[config.mk]
export PLATFORM = sky130hd
export DESIGN_NAME = instr_fetch_unit
export DESIGN_NICKNAME = d
export VERILOG_FILES = /design/src/rtl/instr_fetch_unit.sv
export SDC_FILE = /design/constraint.sdc
export NUM_CORES = 1
export LEC_CHECK = 0
export ABC_AREA = 1
export BUFFER_PORTS_ARGS = -buffer_cell sky130_fd_sc_hd__buf_4
export CAP_MARGIN = 20
export CORE_UTILIZATION = 60
export CTS_CLUSTER_SIZE = 14
export DETAILED_ROUTE_END_ITERATION = 10
export GPL_ROUTABILITY_DRIVEN = 0
export PLACE_DENSITY = 0.83
export SETUP_SLACK_MARGIN = 0.2
export SYNTH_ARGS = -nofsm -noshare
export SYNTH_HDL_FRONTEND = slang
export SYNTH_SLANG_ARGS = --single-unit
[constraint.sdc]
create_clock -name clk_i -period 7.8 [get_ports clk_i]
set_input_delay 0 -clock clk_i [delete_from_list [all_inputs] [get_ports clk_i]]
set_output_delay 0 -clock clk_i [all_outputs]
set_load 0.02 [all_outputs]
[src/rtl/instr_fetch_unit.sv]
// Instruction fetch front end: addresses a combinational ROM, buffers {pc, instr}
// pairs in a small prefetch queue and hands them to decode over valid/ready.
module instr_fetch_unit #(
  parameter int unsigned DEPTH    = 4,
  parameter logic [31:0] RESET_PC = 32'h0000_0000
) (
  input  logic        clk_i,
  input  logic        rst_ni,
  output logic [31:0] imem_adr_o,
  input  logic [31:0] imem_rdata_i,
  input  logic        redirect_i,
  input  logic [31:0] redirect_pc_i,
  output logic        instr_valid_o,
  output logic [31:0] instr_o,
  output logic [31:0] instr_pc_o,
  input  logic        instr_ready_i
);

  localparam int unsigned PTR_W = (DEPTH > 1) ? $clog2(DEPTH) : 1;

  typedef logic [PTR_W-1:0] ptr_t;
  typedef logic [PTR_W:0]   cnt_t;

  logic [31:0] fetch_pc_q, fetch_pc_d;
  ptr_t        rd_ptr_q, rd_ptr_d;
  ptr_t        wr_ptr_q, wr_ptr_d;
  cnt_t        count_q, count_d;

  logic [31:0] pc_mem_q    [DEPTH];
  logic [31:0] instr_mem_q [DEPTH];

  logic pop;
  logic push;

  // The two low redirect bits are dropped; the name keeps lint from flagging them.
  logic [1:0] unused_redirect_lsbs;
  assign unused_redirect_lsbs = redirect_pc_i[1:0];

  assign imem_adr_o    = fetch_pc_q;
  assign instr_valid_o = (count_q != '0);
  assign instr_o       = instr_mem_q[rd_ptr_q];
  assign instr_pc_o    = pc_mem_q[rd_ptr_q];

  // A full queue can still accept a word when decode drains the head in the same cycle.
  assign pop  = instr_valid_o & instr_ready_i;
  assign push = ~redirect_i & ((count_q < cnt_t'(DEPTH)) | pop);

  // NOTE: every _d gets its hold value first, so no path through this block leaves a latch.
  always_comb begin
    fetch_pc_d = fetch_pc_q;
    rd_ptr_d   = rd_ptr_q;
    wr_ptr_d   = wr_ptr_q;
    count_d    = count_q;
    if (redirect_i) begin
      fetch_pc_d = {redirect_pc_i[31:2], 2'b00};
      rd_ptr_d   = '0;
      wr_ptr_d   = '0;
      count_d    = '0;
    end else begin
      if (push) begin
        wr_ptr_d   = wr_ptr_q + ptr_t'(1);
        fetch_pc_d = fetch_pc_q + 32'd4;
      end
      if (pop) begin
        rd_ptr_d = rd_ptr_q + ptr_t'(1);
      end
      count_d = count_q + cnt_t'(push) - cnt_t'(pop);
    end
  end

  // NOTE: state uses non-blocking assignments and a reset sampled only on the clock edge.
  always_ff @(posedge clk_i) begin
    if (!rst_ni) begin
      fetch_pc_q <= RESET_PC;
      rd_ptr_q   <= '0;
      wr_ptr_q   <= '0;
      count_q    <= '0;
    end else begin
      fetch_pc_q <= fetch_pc_d;
      rd_ptr_q   <= rd_ptr_d;
      wr_ptr_q   <= wr_ptr_d;
      count_q    <= count_d;
    end
  end

  // NOTE: queue storage has no reset; count_q alone decides which entries are meaningful.
  always_ff @(posedge clk_i) begin
    if (rst_ni && push) begin
      pc_mem_q[wr_ptr_q]    <= fetch_pc_q;
      instr_mem_q[wr_ptr_q] <= imem_rdata_i;
    end
  end

endmodule
* Word level (Yosys, flattened, before mapping)
Memory sizes are Yosys's and may differ from the RTL's. A register that Yosys moved wholly into a read port is not among the register bits.
Cells that the tools add are included.
** Storage, ports and cells
- Bits in registers :: 39
- RAM bits :: 256
- Input bits :: 68
- Memories kept :: 2
** Cells by class
- Add/subtract/negate cells :: 5
- Order comparisons :: 1
- Multiplexer cells :: 8
- Bitwise gates (word level) :: 5
- Reduce and logical (&&, ||, !) cells :: 4
** Memory list
- instr_mem_q :: depth 4, bits a word 32, read ports 1, clocked after memory_dff 1, wr ports 1, RTL line 30 : logic [31:0] instr_mem_q [DEPTH];
- pc_mem_q :: depth 4, bits a word 32, read ports 1, clocked after memory_dff 1, wr ports 1, RTL line 29 : logic [31:0] pc_mem_q [DEPTH];
** Operators by type and width (count)
- $mux 32 :: 2
- $add 32x3->32 const B :: 1
- $mux 2 :: 4
- $add 2x1->2 const B :: 2
- $add 3x1->3 :: 1
- $lt 3x3->1 const B :: 1
- $reduce_bool 3->1 :: 1
- $sub 3x1->3 :: 1
- $and 1x1->1 :: 2
- $mux 1 :: 2
- $not 1->1 :: 2
- $reduce_bool 2->1 :: 1
- $reduce_or 2->1 :: 1
- $logic_and 1x1->1 :: 1
- $or 1x1->1 :: 1

* Logic depth before layout (Yosys ltp)
- Depth in word-level cells :: 7
- Depth in mapped cells :: 11
- Depth with buffers taken out :: 11

* Worst setup path before layout
No wires, ideal clock.
- Kind :: register to register
- From :: register count_q[2]
- To :: memory instr_mem_q[0][0], enable pin
- Setup time :: 482 ps
- Arrival :: 3360 ps
- Setup slack :: 3958 ps
- Cell stages (with the launch flop) :: 6
- Path buffers :: 0
- Period minus slack after synthesis :: 3842 ps
- Cell sequence :: dfxtp_1 -> inv_2 -> nor2_4 -> nor2_1 -> inv_1 -> nor2_1
** Between the ends
- Cells in the longest elaborated chain, start to end :: 7
** RTL lines
- start: declaration :: RTL line 27 : cnt_t count_q, count_d;
- start signal: assignment :: RTL line 82 : count_q <= count_d;
- parallel branches: the longest is 2 deep, another holds $lt 3x3->1
- $or 1x1->1 (*) :: RTL line 46 : assign push = ~redirect_i & ((count_q < cnt_t'(DEPTH)) | pop);
- $and 1x1->1 (*) :: RTL line 46
- $logic_and 1x1->1 (*) :: RTL line 88 : if (rst_ni && push) begin
- $mux 1 (*) :: RTL line 88
- $mux 1 (implied by the code) (*) :: RTL line 90 : instr_mem_q[wr_ptr_q] <= imem_rdata_i;
- end: declaration :: RTL line 30
Mark *: on every way between the ends.

* Worst setup path in the final report
- From :: input rst_ni
- To :: memory instr_mem_q[3][3], enable pin
** Between the ends
- Cells in the longest elaborated chain, start to end :: 3
** RTL lines
- start: declaration :: RTL line 8 : input logic rst_ni,
- $logic_and 1x1->1 :: RTL line 88
- $mux 1 :: RTL line 88
- $mux 1 (implied by the code) :: RTL line 90
Every way passes these cells.

==> results.sh <==
export IMPL_cts_sinks=287
export IMPL_drive_gt1_frac=0.2013
export IMPL_routedWlPerCell_um=18.12
export IMPL_grtUsageTotal=0.2717
export IMPL_cts_root_buffer="clkbuf_16"
export IMPL_clock_latency_ps=530
export IMPL_htree_levels=1
export IMPL_power_switching_uw=726.7
export IMPL_die_area_sq_um=20000
export IMPL_critical_path_arrival_ps=3620
export IMPL_grt_pass1_vias=8291
export IMPL_syn_area_per_cell_sq_um=11.86
export IMPL_power_frac_seq=0.521
export IMPL_hold_path_class="input port to register"
export IMPL_final_seq_area_sq_um=8233
export IMPL_num_rows=50
export IMPL_die_h_um=141.4
export IMPL_setup_tns_ps=0
export IMPL_die_w_um=141.4
export IMPL_fin_crit_sh=0.4436
export IMPL_rsz0062_at_grt="no"
export IMPL_peakVddDrop_mv=0.1670
export IMPL_antenna_found_initial=1
export IMPL_layout_nets=1276
export IMPL_n_antenna_cell=0
export IMPL_final_common_cell="edfxtp_1"
export IMPL_min_period_ps=3460
export IMPL_postCtsSetupBuffers=0
export IMPL_max_freq_mhz=289.0
export IMPL_multi_input_area_sq_um=3055
export IMPL_power_frac_clock=0.397
export IMPL_worst_path_max_fanout=46
export IMPL_first_pass_iters=9
export IMPL_yosysWarnings=0
export IMPL_crit_path_start_kind="input port"
export IMPL_avgViaCountPerCell=5.699
export IMPL_ys_seq_elements=287
export IMPL_grt_max_degree=75
export IMPL_worst_slack_ps=4340
export IMPL_io_pins=165
export IMPL_power_density_nw_per_um2=228.1
export IMPL_place_hpwl_mm=15.04
export IMPL_required_ps=7960
export IMPL_relSlewSlack=0.3027
export IMPL_route_detailed_drc=0
export IMPL_yosysTopAreaCellShare=0.6386
export IMPL_slew_viol_final=0
export IMPL_grt_overflow_total=0
export IMPL_grt_pass1_wl_mm=42.28
export IMPL_hold_viol=0
export IMPL_dp_cells=1357
export IMPL_final_cell_mix="edfxtp_1, buf_4, nor2_1"
export IMPL_synth_edf_count=248
export IMPL_cts_tree="built"
export IMPL_intPower_uw=2624
export IMPL_synthFlopType="edfxtp_1"
export IMPL_cap_violations=0
export IMPL_drt_total_wl_mm=26.85
export IMPL_finalSetupViolCount=0
export IMPL_yosys_area_top_type="edfxtp_1"
export IMPL_worst_slew_pin_slew_ps=1045
export IMPL_ant_nets=0
export IMPL_yosysUniqueCellTypes=38
export IMPL_nFillCells=1136
export IMPL_syn_area_sq_um=11660
export IMPL_fin_skew_ps=16.33
export IMPL_crit_type="input port to register"
export IMPL_num_vias=8446
export IMPL_area_growth_pct=25.97
export IMPL_cts_buffers=28
export IMPL_core_area_sq_um=18890
export IMPL_dpl_worst_slack_ps=4421
export IMPL_endpoint_kind="register"
export IMPL_p_sw_frac=0.2169
export IMPL_path_clk_slew_ps=70
export IMPL_async_flop_share=0
export IMPL_io_buffers=158
export IMPL_r2r_setup_slack_ps=4930
export IMPL_drt_initial_drc_count=690
export IMPL_synthCells=983
export IMPL_stdcell_count=1482
export IMPL_comb_power_share=0.082
export IMPL_start_util=0.6172
export IMPL_p_leak_uw=0.005282
export IMPL_synthTopCellsByArea="edfxtp_1, dfxtp_1, o21ai_0"
export IMPL_ys_seq_area_frac=0.7056
export IMPL_clk_path_buf_depth=3
export IMPL_outcome="complete, no violations"
==> power by group through the flow <==
stage	Sequential [uW]	Combinational, uW	Clock [uW]
floorplan	1780	124	0
global placement	1770	238	0
detailed placement	1780	244	0
CTS	1740	274	1340
global route	1750	297	1400
finish	1750	276	1330
==> registers in the layout (all words and copies together) (netlist names), named ones only <==
signal       cells
count_q          3
wr_ptr_q         2
pc_mem_q       120
rd_ptr_q         2
instr_mem_q    128
imem_adr_o      30
==> through the flow <==
stage                       util  hold slack (ps)  instance area (sq um)  power, uW
final                     0.7775            49.23                  14690       3351
after global routing      0.7775            90.46                  14690       3447
after CTS                 0.7775            31.22                  14690       3357
after detailed placement  0.6896            202.9                  13030       2020
after global placement    0.6896            199.0                  13030       2012
after floorplan                -            98.87                  11670       1899
==> final timing paths <==
check | startpoint | to | depth (start not counted)
worst max-delay path | rst_ni | instr_mem_q[3][3] | 9
worst min-delay path | redirect_i | imem_adr_o[16] | 3
worst max register to register | count_q[2] | instr_mem_q[3][3] | 6
worst min register to register | rd_ptr_q[0] | register | 1
==> cells in the mapped netlist, types with 2 or more instances <==
cell type  count
nor2_2         4
o22ai_1       64
nand3_1       25
o21ai_0      135
a22oi_1       17
or2_2          3
inv_1         41
a31oi_1        9
xnor2_1        3
nand3b_1       3
nand3_2        2
nor2_1       162
a21oi_1       26
buf_4          7
dfxtp_1       39
inv_2          4
clkbuf_1      35
o21ai_1        5
xor2_1         6
nor2_4         8
buf_2         12
nor3_1         3
nand2_1       99
nand2_2        4
edfxtp_1     248
ha_1           7
==> layout make-up <==
| class | instances | area share |
|---|---|---|
| flip-flops and latches | 287 | 0.5605 |
| multi-input cells | 599 | 0.2080 |
| repair buffers | 238 | 0.1341 |
| clock buffers | 43 | 0.05639 |
| well taps | 260 | 0.02215 |
| inverters | 46 | 0.01201 |
| clock inverters | 9 | 0.006899 |
==> layer usage <==
layer	GRT usage	wire, um
met3	0.04489	2157
met1	0.3451	10440
met4	0.08376	622
met5	0	13
met2	0.4807	13610
==> cell families (layout without fill, tap and decap cells) <==
| kind of cell | Yosys count | count (layout) | share of synthesized area |
|---|---|---|---|
| AO/OA/AOI/OAI | 260 | 260 | 0.1240 |
| XOR/XNOR | 9 | 9 | 0.006760 |
| adder cells (fa/ha/maj) | 8 | 8 | 0.009227 |
| buffers and inverters | 100 | 336 | 0.03594 |
| flip-flops | 287 | 287 | 0.7056 |
| other | 1 | 4 | 0.0003216 |
| AND/OR/NAND/NOR | 318 | 318 | 0.1181 |
==> critical path: stages <==
cell and delay [ps]:
dlygate4sd3_1 520, buf_4 110, inv_1 420, nor2_1 410, inv_1 140, nor2_1 360
inv_1 280, nor2_4 650, buf_4 680
==> timing repair <==
item                       in CTS  in global routing
hold buffers                   73                  0
hold endpoints to repair      164                  0
gates resized for setup         0                  0
setup endpoints to repair       0                  0
No activity file was read; power rests on OpenSTA's default activity.
